===== config.mk =====
export PLATFORM = sky130hd
export DESIGN_NAME = dcache_arbiter_flat
export DESIGN_NICKNAME = d
export VERILOG_FILES = /design/src/rtl/dcache_arbiter_if.sv /design/src/rtl/dcache_arbiter.sv /design/src/flat_wrapper.sv
export SDC_FILE = /design/constraint.sdc
export NUM_CORES = 1
export LEC_CHECK = 0
export ABC_AREA = 1
export CAP_MARGIN = 10
export CORE_MARGIN = 2
export CORE_UTILIZATION = 45
export DETAILED_ROUTE_END_ITERATION = 12
export GPL_TIMING_DRIVEN = 0
export MAX_ROUTING_LAYER = met4
export PLACE_DENSITY = 0.88
export SYNTH_ARGS = -nofsm -noshare
export SYNTH_HDL_FRONTEND = slang
export SYNTH_SLANG_ARGS = --single-unit

===== constraint.sdc =====
create_clock -name clk -period 8.05 [get_ports clk]
set_input_delay 1.61 -clock clk [delete_from_list [all_inputs] [get_ports clk]]
set_output_delay 1.61 -clock clk [all_outputs]
set_load 0.03 [all_outputs]

===== src/rtl/dcache_arbiter_if.sv =====
// dcache_arbiter_if: bundles the two master request/ack ports and the
// dcache pin group shared by dcache_arbiter and its surroundings.
// slave  : the arbiter's view (takes requests, drives acks and dcache pins)
// master : the environment's view (masters plus the dcache itself)
interface dcache_arbiter_if #(
  parameter int AW = 32,
  parameter int DW = 32
);
  logic          m0_req;
  logic          m0_we;
  logic [AW-1:0] m0_addr;
  logic [DW-1:0] m0_wdata;
  logic          m0_ack;
  logic [DW-1:0] m0_rdata;

  logic          m1_req;
  logic          m1_we;
  logic [AW-1:0] m1_addr;
  logic [DW-1:0] m1_wdata;
  logic          m1_ack;
  logic [DW-1:0] m1_rdata;

  logic [1:0]    gnt;

  logic          dc_we;
  logic          dc_re;
  logic [AW-1:0] dc_addr;
  logic [DW-1:0] dc_wdata;
  logic [DW-1:0] dc_rdata;

  modport slave (
    input  m0_req, m0_we, m0_addr, m0_wdata,
    input  m1_req, m1_we, m1_addr, m1_wdata,
    input  dc_rdata,
    output m0_ack, m0_rdata, m1_ack, m1_rdata,
    output gnt,
    output dc_we, dc_re, dc_addr, dc_wdata
  );

  modport master (
    output m0_req, m0_we, m0_addr, m0_wdata,
    output m1_req, m1_we, m1_addr, m1_wdata,
    output dc_rdata,
    input  m0_ack, m0_rdata, m1_ack, m1_rdata,
    input  gnt,
    input  dc_we, dc_re, dc_addr, dc_wdata
  );
endinterface


===== src/rtl/dcache_arbiter.sv =====
// dcache_arbiter: shares the single-ported dcache word RAM between the CPU
// load/store unit (port 0) and a second bus master (port 1). One transaction
// takes IDLE -> ACCESS -> DONE; the dcache pins are active only in ACCESS.
//
// Build option: define DCACHE_ARB_RR_EN for round-robin tie breaking using a
// 1-bit last-winner pointer; otherwise port 0 always wins a tie.
//
// state  | meaning
// -------+-----------------------------------------------------------------
// IDLE   | waiting for a request; winner's we/addr/wdata captured on grant
// ACCESS | dcache pins driven from the captured registers for one cycle
// DONE   | winner's ack pulses, gnt held, requests ignored
module dcache_arbiter #(
  parameter int AW = 32,
  parameter int DW = 32
) (
  input logic            clk,
  input logic            reset,
  dcache_arbiter_if.slave bus
);

  typedef enum logic [1:0] {
    IDLE   = 2'b00,
    ACCESS = 2'b01,
    DONE   = 2'b10
  } state_t;

  state_t        state;
  state_t        state_n;
  logic          grant;
  logic          winner;
  logic          owner_r;
  logic          we_r;
  logic [AW-1:0] addr_r;
  logic [DW-1:0] wdata_r;
  logic [DW-1:0] m0_rdata_r;
  logic [DW-1:0] m1_rdata_r;
  logic          in_access;
  logic          in_done;

`ifdef DCACHE_ARB_RR_EN
  logic last_r;

  // last-winner pointer; the port not granted last wins the next tie
  always_ff @(posedge clk or posedge reset) begin
    if (reset)      last_r <= 1'b0;
    else if (grant) last_r <= winner;
  end

  // round-robin pick; a single requester always wins
  always_comb begin
    winner = bus.m1_req;
    if (bus.m0_req && bus.m1_req) winner = ~last_r;
  end
`else
  // fixed priority pick: port 0 whenever it is requesting
  always_comb begin
    winner = ~bus.m0_req;
  end
`endif

  // state register; reset aborts any transaction in flight
  always_ff @(posedge clk or posedge reset) begin
    if (reset) state <= IDLE;
    else       state <= state_n;
  end

  // next-state logic; unused encodings fall back to IDLE
  always_comb begin
    state_n = state;
    grant   = 1'b0;
    case (state)
      IDLE: begin
        if (bus.m0_req || bus.m1_req) begin
          grant   = 1'b1;
          state_n = ACCESS;
        end
      end
      ACCESS:  state_n = DONE;
      DONE:    state_n = IDLE;
      default: state_n = IDLE;
    endcase
  end

  // capture the winner's request so later input changes cannot disturb it
  always_ff @(posedge clk or posedge reset) begin
    if (reset) begin
      owner_r <= 1'b0;
      we_r    <= 1'b0;
      addr_r  <= '0;
      wdata_r <= '0;
    end else if (grant) begin
      owner_r <= winner;
      we_r    <= winner ? bus.m1_we    : bus.m0_we;
      addr_r  <= winner ? bus.m1_addr  : bus.m0_addr;
      wdata_r <= winner ? bus.m1_wdata : bus.m0_wdata;
    end
  end

  // read data lands in the owner's register at the ACCESS->DONE edge
  always_ff @(posedge clk or posedge reset) begin
    if (reset) begin
      m0_rdata_r <= '0;
      m1_rdata_r <= '0;
    end else if (in_access && !we_r) begin
      if (owner_r) m1_rdata_r <= bus.dc_rdata;
      else         m0_rdata_r <= bus.dc_rdata;
    end
  end

  // all outputs decode from state so reset clears them without waiting a clock
  assign in_access = (state == ACCESS);
  assign in_done   = (state == DONE);

  assign bus.dc_we    = in_access & we_r;
  assign bus.dc_re    = in_access & ~we_r;
  assign bus.dc_addr  = in_access ? addr_r  : '0;
  assign bus.dc_wdata = in_access ? wdata_r : '0;

  assign bus.gnt      = (in_access || in_done) ? {owner_r, ~owner_r} : 2'b00;
  assign bus.m0_ack   = in_done & ~owner_r;
  assign bus.m1_ack   = in_done &  owner_r;
  assign bus.m0_rdata = m0_rdata_r;
  assign bus.m1_rdata = m1_rdata_r;

endmodule


===== src/flat_wrapper.sv =====
// flat-port wrapper written by rule: the top's interface ports become plain ports
module dcache_arbiter_flat 
#(
  parameter int AW = 32,
  parameter int DW = 32
)
  (clk, reset, bus_m0_req, bus_m0_we, bus_m0_addr, bus_m0_wdata, bus_m1_req, bus_m1_we, bus_m1_addr, bus_m1_wdata, bus_dc_rdata, bus_m0_ack, bus_m0_rdata, bus_m1_ack, bus_m1_rdata, bus_gnt, bus_dc_we, bus_dc_re, bus_dc_addr, bus_dc_wdata);
  dcache_arbiter_if #(.AW(AW), .DW(DW)) bus_i ();
  input logic clk;
  input logic reset;
  input wire logic [$bits(bus_i.m0_req)-1:0] bus_m0_req;
  input wire logic [$bits(bus_i.m0_we)-1:0] bus_m0_we;
  input wire logic [$bits(bus_i.m0_addr)-1:0] bus_m0_addr;
  input wire logic [$bits(bus_i.m0_wdata)-1:0] bus_m0_wdata;
  input wire logic [$bits(bus_i.m1_req)-1:0] bus_m1_req;
  input wire logic [$bits(bus_i.m1_we)-1:0] bus_m1_we;
  input wire logic [$bits(bus_i.m1_addr)-1:0] bus_m1_addr;
  input wire logic [$bits(bus_i.m1_wdata)-1:0] bus_m1_wdata;
  input wire logic [$bits(bus_i.dc_rdata)-1:0] bus_dc_rdata;
  output wire logic [$bits(bus_i.m0_ack)-1:0] bus_m0_ack;
  output wire logic [$bits(bus_i.m0_rdata)-1:0] bus_m0_rdata;
  output wire logic [$bits(bus_i.m1_ack)-1:0] bus_m1_ack;
  output wire logic [$bits(bus_i.m1_rdata)-1:0] bus_m1_rdata;
  output wire logic [$bits(bus_i.gnt)-1:0] bus_gnt;
  output wire logic [$bits(bus_i.dc_we)-1:0] bus_dc_we;
  output wire logic [$bits(bus_i.dc_re)-1:0] bus_dc_re;
  output wire logic [$bits(bus_i.dc_addr)-1:0] bus_dc_addr;
  output wire logic [$bits(bus_i.dc_wdata)-1:0] bus_dc_wdata;
  assign bus_i.m0_req = bus_m0_req;
  assign bus_i.m0_we = bus_m0_we;
  assign bus_i.m0_addr = bus_m0_addr;
  assign bus_i.m0_wdata = bus_m0_wdata;
  assign bus_i.m1_req = bus_m1_req;
  assign bus_i.m1_we = bus_m1_we;
  assign bus_i.m1_addr = bus_m1_addr;
  assign bus_i.m1_wdata = bus_m1_wdata;
  assign bus_i.dc_rdata = bus_dc_rdata;
  assign bus_m0_ack = bus_i.m0_ack;
  assign bus_m0_rdata = bus_i.m0_rdata;
  assign bus_m1_ack = bus_i.m1_ack;
  assign bus_m1_rdata = bus_i.m1_rdata;
  assign bus_gnt = bus_i.gnt;
  assign bus_dc_we = bus_i.dc_we;
  assign bus_dc_re = bus_i.dc_re;
  assign bus_dc_addr = bus_i.dc_addr;
  assign bus_dc_wdata = bus_i.dc_wdata;
  dcache_arbiter #(.AW(AW), .DW(DW)) u_core (.clk(clk), .reset(reset), .bus(bus_i));
endmodule

* Word level (Yosys, flattened, before mapping)
Index checks and enable logic that the tools add are counted.
Storage, ports and cells: bits in registers 132, output and inout port bits 134, input bits 166
Operators by class: eq/ne operators 3, muxes and demuxes 10, reductions and logical operators 7, bitwise logic cells 7
Operators by type and width (number):
- $mux W32 | 4
- $and A1 B1 Y1 | 4
- $mux W2 | 2
- $pmux W2 S2 | 1
- $reduce_and A2 Y1 | 2
- $mux W1 | 3
- $not A1 Y1 | 3
- $eq A2 B1 Y1 const B | 1
- $eq A2 B2 Y1 const B | 1
- $logic_not A2 Y1 | 1
- $logic_or A1 B1 Y1 | 2
- $ne A2 B1 Y1 const B | 1
- $logic_and A1 B1 Y1 | 1
- $logic_not A1 Y1 | 1

* Longest topological paths before layout
Gate-level depths: netlist of run 1.
word-level depth 3, gate-level depth with buffers 8, mapped depth without buffers 6

* Worst setup path before layout of run 1
No wires, ideal clock.
kind register -> output, from register u_core.state[1], to output bus_dc_addr[10], buffers on the path 2, arrival time 1308 ps, slack 5132 ps, cell stages (with the launch flop) 7, required time 6440 ps, cell sequence dfrtp_1 -> inv_1 -> ha_1 -> buf_2 -> buf_2 -> nand2_1 -> inv_1
Between the ends: word-level cells in the longest chain between the ends 2
Ends and longest elaborated chain:
- start, declared | RTL line dcache_arbiter.sv:28 | state_t state;
- start signal, assigned | RTL line dcache_arbiter.sv:65 | else state <= state_n;
- $eq A2 B1 Y1 | RTL line dcache_arbiter.sv:112 | assign in_access = (state == ACCESS);
- $mux W32 | RTL line dcache_arbiter.sv:117 | assign bus.dc_addr = in_access ? addr_r : '0;
- end, declared | RTL line flat_wrapper.sv:27 | output wire logic [$bits(bus_i.dc_addr)-1:0] bus_dc_addr;
No other way between the ends.

* Worst setup path in the final report of run 1
from register u_core.state[1], to output bus_dc_addr[28]
Same word-level chain as after synthesis.

==> impl_metrics.csv, run 1 <==
group,metric,value,unit
status,run_status,"complete, but fails checks",
status,violations,"design-rule violations",
hold_path,hold_start,"u_core.addr_r[5]",
detailed_routing,wirelength,21600,um
cts,cts_tree,"done",
global_route,grt_max_degree,73,
setup_path,crit_arrival,2.65,ns
global_route,track_usage,28.9,%
die,fp.dieW,124,um
detailed_routing,routedWlPerCell,14.9,um
synthesis,synthDistinctLibCells,13,
hold_path,hp-class,"reg -> reg",
detailed_routing,top_layer,"met4",
cells_and_area,area_delta_synth_final,58.9,%
die,initial_utilization,46.5,%
cts,cts-root-buf,"clkbuf_16",
synthesis,synth_compound_area_share,0.154,%
synthesis,synth_area,6510,um^2
setup_path,r2r_cells,6,
global_route,grt_pass1_vias,6985,
detailed_routing,dr_total_vias,7064,
placed_design,place_congestion,0.882,
synthesis,synthCells,933,
placed_design,dpl.hpwl,16300,um
hold_path,whs_endpoint,"u_core.addr_r[5]",
pwr,ir_drop,0.000176,V
cts,clock-sinks,132,
die,core,14000,um^2
timing,report.final.slew_viol_count,0,
cts,cts_made_buffers,17,
detailed_routing,dr.pass1.iters,9,
cts,clk_pin_slew_worst_paths,0.06,ns
setup_path,cp_max_fo,10,
die,dieArea,15400,um^2
synthesis,mappedNetlistNets,1103,
setup_path,rr_startpoint,"u_core.state[1]",
global_route,gr-total-overflow,0,
die,die_h,124,um
setup_path,critPathCaptureType,"output port",
synthesis,synth-simple-area-share,39.5,%
timing,worst_pin_slew,0.577,ns
timing,fin_skew,0.00850,ns
synthesis,synth_xor_area_share,0,%
cts,postCtsSetupRepairBufs,0,
setup_path,start_kind,"flop",
detailed_routing,ant_nets,0,
die,fp-row-count,43,
synthesis,yosysTopAreaCell,"dfrtp_1",
global_route,antenna_found_initial,2,
synthesis,avgSynthCellArea,6.98,um^2
placed_design,dpl.cell_count,1413,
detailed_routing,route.detailed.drc,3,
detailed_routing,met3WireLength,1850,um
synthesis,synth-warning-count,0,
placed_design,numPortBuffers,299,
run,cap_violations,0,
timing,setup_viol,0,
timing,period_minus_slack,4.26,ns
pwr,p_leak,0.00569,uW
global_route,grt_pass1_wl,34400,um
setup_path,worst_r2r_endpoint,"u_core.bus.m1_rdata[19]",
synthesis,muxShareOfSynthArea,0,%
detailed_routing,drt_iter0_markers,562,
synthesis,yosysSeqAreaShare,50.7,%
cts,htree_levels,4,
cells_and_area,drive_above_1_share,5.85,%
synthesis,ys_top_cells_by_area,"dfrtp_1 51%, nand2_1 34%, nand3_1 5.2%",
setup_path,crit_type,"reg -> out",
detailed_routing,wl_met2,10800,um
cts,cts_hold_buf,0,
detailed_routing,via_per_inst,4.89,
die,io_pins,300,
pwr,powerDensity,393,nW/um^2
hold_path,hold_depth,2,
timing,final_hold_viol_count,0,
timing,timing.slew.headroom,61.6,%
cells_and_area,stdcell_count,1446,
cts,clockBufferDepth,2,
timing,layout_worst_path_cycle_share,52.9,%
timing,max_freq,235,MHz
synthesis,synthAdderAreaFrac,0.769,%
timing,rsz0062_at_grt,"no",
setup_path,crit_required,6.44,ns
cts,cts_resized,0,
synthesis,synth_top_area_share,50.7,%
setup_path,ff2ff_setup_slack,6.41,ns
cells_and_area,fin_nets,1422,
detailed_routing,wl_met1,8250,um
timing,finalSetupTns,0,ns
synthesis,synth_top_family_by_area,"simple AND/OR/NAND/NOR gates",
cts,clock_latency,0.42,ns
cells_and_area,n_fill_cell,1058,
synthesis,synth-seq-cells,132,
==> area by class of cell <==
cell class | instances | area, um^2 | area share [%]
clock buffer | 19 | 443 | 4.28
tap | 180 | 225 | 2.18
clock inverter | 12 | 134 | 1.29
buffer | 55 | 284 | 2.75
timing repair buffer | 300 | 3020 | 29.2
multi-input combinational | 669 | 2630 | 25.5
antenna | 2 | 5.00 | 0.0484
sequential | 132 | 3300 | 31.9
inverter | 77 | 294 | 2.84
==> cells in the mapped netlist, drive strengths merged <==
cell / number
nand2: 590
buf: 42
ha: 4
o21ai: 1
a21oi: 1
inv: 77
nand3: 68
dfrtp: 132
clkbuf: 13
nor2: 5
==> worst max path at each step <==
stage | start | endpoint | slack [ns]
2_1_floorplan | reset | u_core.addr_r[0] | 2.91
3_3_place_gp | reset | u_core.addr_r[1] | 1.03
4_1_cts | u_core.state[1] | bus_dc_addr[28] | 3.77
5_1_grt | u_core.state[1] | bus_dc_wdata[29] | 3.65
6_report | u_core.state[1] | bus_dc_addr[28] | 3.79
3_5_place_dp | u_core.state[1] | bus_dc_addr[28] | 4.21
==> through the flow <==
stage	power [uW]	utilization, %	area, um^2	hold slack (ns)	worst slack [ns]
floorplan	2400	-	6510	0.449	2.91
global placement	3240	69.5	9730	0.461	1.03
detailed placement	3300	69.8	9760	0.465	4.21
CTS	4080	73.9	10300	0.481	3.77
global route	4300	73.9	10300	0.490	3.65
finish	4060	73.9	10300	0.480	3.79
==> cells in the final DEF, fill, tap and decap left out, types with 2 or more instances in the layout <==
cell type,instances
bufinv_16,2
buf_1,2
clkbuf_1,14
diode_2,2
inv_1,74
clkdlybuf4s50_1,299
buf_4,11
inv_2,2
nand2_1,590
nand3_1,68
clkbuf_16,17
dfrtp_1,132
clkinvlp_4,8
ha_1,4
nor2_1,5
buf_2,29
==> registers in the layout, indices dropped and copies added, names as in the netlist <==
| name | flops |
|---|---|
| u_core.addr_r | 32 |
| u_core.bus.m0_rdata | 32 |
| u_core.owner_r | 1 |
| u_core.wdata_r | 32 |
| u_core.we_r | 1 |
| u_core.bus.m1_rdata | 32 |
| u_core.state | 2 |
==> kinds of logic (layout without fill, tap and decap cells) <==
group,count (synthesis),in the layout
AND/OR/NAND/NOR,663,663
flip-flops,132,132
buffers and inverters,132,463
adder cells (fa/ha/maj),4,4
AO/OA/AOI/OAI,2,2
other,0,2
==> where the power goes <==
part	switching, uW	internal [uW]	total (uW)
registers	188	985	1170
logic	1320	816	2130
clock network	299	461	760
total	1800	2260	4060
==> worst max-delay path, cell delays in order (launching register included) <==
cell and delay [ns]:
dfrtp_1 0.40, inv_1 0.11, ha_1 0.27, buf_2 0.32, buf_2 0.27, nand2_1 0.07, inv_1 0.10, clkdlybuf4s50_1 0.70
==> routing by layer <==
metal  up-vias  GRT usage (%)
li1       3410              -
met1      3261           31.7
met2       341           48.9
met3        52           8.85
met4         0           11.9
met5         -              -
Power figures use the tool's default switching activity.
==> inputs of run 2 (changes only) <==
--- a/config.mk
+++ b/config.mk
@@ -8,11 +8,11 @@
 export ABC_AREA = 1
 export CAP_MARGIN = 10
 export CORE_MARGIN = 2
-export CORE_UTILIZATION = 45
+export CORE_UTILIZATION = 42
 export DETAILED_ROUTE_END_ITERATION = 12
 export GPL_TIMING_DRIVEN = 0
 export MAX_ROUTING_LAYER = met4
-export PLACE_DENSITY = 0.88
+export PLACE_DENSITY = 0.83
 export SYNTH_ARGS = -nofsm -noshare
 export SYNTH_HDL_FRONTEND = slang
 export SYNTH_SLANG_ARGS = --single-unit
==> constraint.sdc (replaced) <==
create_clock -name clk -period 4.1 [get_ports clk]
set_input_delay 0.82 -clock clk [delete_from_list [all_inputs] [get_ports clk]]
set_output_delay 0.82 -clock clk [all_outputs]
set_load 0.03 [all_outputs]
==> impl_metrics.csv, run 2 <==
group,metric,value,unit
synthesis,postSynth.asyncResetShare,100,%
placed_design,dpl.hpwl,16400,um
cts,htree_levels,4,
synthesis,mappedNetlistNets,1103,
synthesis,synthAdderAreaFrac,0.769,%
synthesis,synth_top_family_by_area,"simple AND/OR/NAND/NOR gates",
placed_design,placed_cell_area,9800,um^2
synthesis,ys_top_cells_by_area,"dfrtp_1 51%, nand2_1 34%, nand3_1 5.2%",
synthesis,synth_area,6510,um^2
die,die_h,129,um
synthesis,muxShareOfSynthArea,0,%
global_route,grt_pass1_vias,6775,
die,io_pins,300,
status,stop_stage,"detailed routing (5_2_route)",
synthesis,synth-seq-cells,132,
cts,cts_hold_buf,0,
placed_design,place_congestion,0.868,
synthesis,synth_xor_area_share,0,%
synthesis,synthCells,933,
cts,clock-sinks,132,
synthesis,synth_top_area_share,50.7,%
status,error,"[ERROR DRT-0255] Maze Route cannot find path of net clk in worker of routeBox ( 96600 0 ) ( 128500 48300 ).",
synthesis,synth_ff_type,"dfrtp_1",
synthesis,synth_edf_count,0,
global_route,gr-total-overflow,0,
cts,cts_made_buffers,17,
die,fp-row-count,45,
cts,clockBufferDepth,2,
synthesis,yosysTopAreaCell,"dfrtp_1",
global_route,track_usage,27.3,%
synthesis,synth-warning-count,0,
synthesis,avgSynthCellArea,6.98,um^2
cts,cts-root-buf,"clkbuf_16",
die,fp.dieW,129,um
global_route,grt_pass1_wl,34200,um
global_route,antenna_found_initial,0,
synthesis,synthDistinctLibCells,13,
die,initial_utilization,42.8,%
synthesis,yosysSeqAreaShare,50.7,%
global_route,grt_max_degree,41,
synthesis,synth_compound_area_share,0.154,%
synthesis,synth-simple-area-share,39.5,%
cts,postCtsSetupRepairBufs,0,
synthesis,synth_common_cells,"590 x nand2_1, 132 x dfrtp_1, 75 x inv_1, 68 x nand3_1, 29 x buf_2",
cts,cts_resized,0,
status,run_status,"did not finish",
placed_design,numPortBuffers,299,
synthesis,synth.most_common_cell,"nand2_1",
-- run 2: cell counts after synthesis --
No cell type changed its count.
-- run 2: metrics by stage --
stage | setup slack, ns | util (%) | std cells
after global routing | 0.460 | 68.9 | 1455
after CTS | 0.607 | 68.9 | 1455
after detailed placement | 1.06 | 64.5 | 1423
after global placement | 0.384 | 64.1 | 1420
after floorplan | 1.64 | - | 933
-- run 2: metal layers --
layer  GRT usage, %
met1           31.5
met2           45.7
met3           6.90
met4           11.0
met5              -
-- run 2: cell families after synthesis --
kind of cell / after synthesis
AND/OR/NAND/NOR: 663
buffers and inverters: 132
flip-flops: 132
adder cells (fa/ha/maj): 4
AO/OA/AOI/OAI: 2
==> inputs of run 3 (changes only) <==
--- a/config.mk
+++ b/config.mk
@@ -8,11 +8,10 @@
 export ABC_AREA = 1
 export CAP_MARGIN = 10
 export CORE_MARGIN = 2
-export CORE_UTILIZATION = 42
+export CORE_UTILIZATION = 40
 export DETAILED_ROUTE_END_ITERATION = 12
 export GPL_TIMING_DRIVEN = 0
-export MAX_ROUTING_LAYER = met4
-export PLACE_DENSITY = 0.83
+export PLACE_DENSITY_LB_ADDON = 0.15
 export SYNTH_ARGS = -nofsm -noshare
 export SYNTH_HDL_FRONTEND = slang
 export SYNTH_SLANG_ARGS = --single-unit
==> impl_metrics.csv, run 3 (synthesis results as in run 1) <==
group,metric,value,unit
setup_path,critPathCaptureType,"output port",
setup_path,path_cells,"inv_1, ha_1, buf_2, buf_2, nand2_1, inv_1, clkdlybuf4s50_1",
pwr,comb_power_share,51.8,%
placed_design,numPortBuffers,299,
cells_and_area,n_fill_cell,1456,
pwr,switchingPower,3500,uW
placed_design,dpl.hpwl,15700,um
die,fp.dieW,132,um
timing,fin_skew,0.00918,ns
timing,fin_ws,0.648,ns
global_route,grt_pass1_wl,33800,um
global_route,gr-total-overflow,0,
cts,cts_made_buffers,17,
global_route,grt_pass1_vias,6852,
cts,cts_hold_buf,0,
cells_and_area,final_common_cell,"nand2_1",
detailed_routing,dr_total_vias,6744,
cts,clock-sinks,132,
pwr,intPower,4580,uW
hold_path,hp-class,"reg -> reg",
cts,htree_levels,4,
placed_design,pre_cts_ws,1.06,ns
timing,worst_pin_slew,0.850,ns
cells_and_area,multi_input_area,2630,um^2
pwr,clock_power_share,20.2,%
cells_and_area,mostFrequentLayoutCells,"590 x nand2_1, 299 x clkdlybuf4s50_1, 132 x dfrtp_1",
detailed_routing,routedWlPerCell,13.9,um
cts,cts_tree,"done",
timing,rsz0062_at_grt,"no",
die,fp-row-count,46,
pwr,finalPower,8070,uW
global_route,antenna_found_initial,0,
cts,clock_latency,0.41,ns
cells_and_area,area_delta_synth_final,60.9,%
cells_and_area,antenna_cells,0,
timing,layout_worst_path_cycle_share,84.2,%
cts,clockBufferDepth,2,
detailed_routing,route.detailed.drc,0,
detailed_routing,dr.pass1.iters,5,
setup_path,crit_family,"buffers and inverters",
setup_path,slowest_delay,0.70,ns
global_route,grt_max_degree,39,
timing,timing.slew.headroom,43.2,%
die,die_h,132,um
setup_path,crit_required,3.28,ns
die,io_pins,300,
detailed_routing,wirelength,20600,um
die,dieArea,17300,um^2
pwr,ir_drop,0.000371,V
setup_path,crit_arrival,2.63,ns
cts,postCtsSetupRepairBufs,0,
pwr,powerDensity,771,nW/um^2
global_route,track_usage,24.4,%
detailed_routing,ant_nets,0,
cells_and_area,fin_area,10500,um^2
timing,max_freq,290,MHz
timing,final_hold_viol_count,0,
cts,cts-root-buf,"clkbuf_16",
cts,cts_resized,0,
detailed_routing,via_per_inst,4.55,
timing,setup_viol,0,
cts,clk_pin_slew_worst_paths,0.06,ns
setup_path,cp.buffers_inverters,5,
cells_and_area,drive_above_1_share,6.16,%
die,initial_utilization,41.0,%
placed_design,placed_cell_area,9840,um^2
placed_design,place_congestion,0.851,
timing,report.final.slew_viol_count,0,
pwr,p_sw_share,43.3,%
setup_path,start_kind,"flop",
timing,finalSetupTns,0,ns
setup_path,critical-path-slowest-cell,"clkdlybuf4s50_1",
cells_and_area,regArea,3300,um^2
setup_path,crit_type,"reg -> out",
die,core,15900,um^2
pwr,seqPwrFrac,28.1,%
run,cap_violations,0,
setup_path,cp_max_fo,10,
detailed_routing,drt_iter0_markers,304,
cells_and_area,fin_nets,1424,
timing,period_minus_slack,3.45,ns
pwr,p_leak,0.00575,uW
status,run_status,"completed",
cells_and_area,fin_util,65.9,%
-- run 3: final cells by class --
| class | count | area share, % |
|---|---|---|
| buffer | 55 | 2.71 |
| clock buffer | 18 | 4.19 |
| clock inverter | 14 | 1.91 |
| inverter | 77 | 2.79 |
| multi-input combinational | 669 | 25.1 |
| sequential | 132 | 31.5 |
| tap | 216 | 2.58 |
| timing repair buffer | 302 | 29.1 |
-- run 3: per-stage QoR --
stage / cells / hold slack, ns
global placement: 1448 / 0.461
detailed placement: 1451 / 0.464
CTS: 1483 / 0.480
finish: 1483 / 0.474
global route: 1483 / 0.490
floorplan: 933 / 0.449
-- run 3: power by group through the flow --
| stage | Sequential [uW] | Combinational, uW | Clock [uW] |
|---|---|---|---|
| finish | 2270 | 4180 | 1630 |
| detailed placement | 2280 | 4200 | 0 |
| global placement | 2260 | 4140 | 0 |
| global route | 2340 | 4550 | 1720 |
| floorplan | 2840 | 1870 | 0 |
| CTS | 2270 | 4220 | 1660 |
-- run 3: worst min-delay path, stage by stage (launching register included) --
cell     delay (ns)
dfrtp_1        0.34
nand2_1        0.05
nand2_1        0.05
-- run 3: per-layer routing --
layer	vias to the layer above	share of wire, %	GRT usage, %
met5	-	0	0
met1	3020	40	29.0
met3	41	8.7	7.72
met4	0	2.8	9.54
li1	3419	-	-
met2	264	48	41.2
-- run 3: final timing paths --
kind	startpoint	endpoint	slack, ns	cells past startpoint
min reg2reg	u_core.bus.m1_rdata[28]	u_core.bus.m1_rdata[28]	0.47	2
max reg2reg	u_core.state[1]	u_core.bus.m1_rdata[0]	2.42	6
max	u_core.state[1]	bus_dc_wdata[26]	0.65	7
min	u_core.bus.m1_rdata[28]	u_core.bus.m1_rdata[28]	0.47	2
min in group asynchronous	reset	u_core.addr_r[10]	0.93	2
max in group asynchronous	reset	u_core.wdata_r[6]	2.25	4
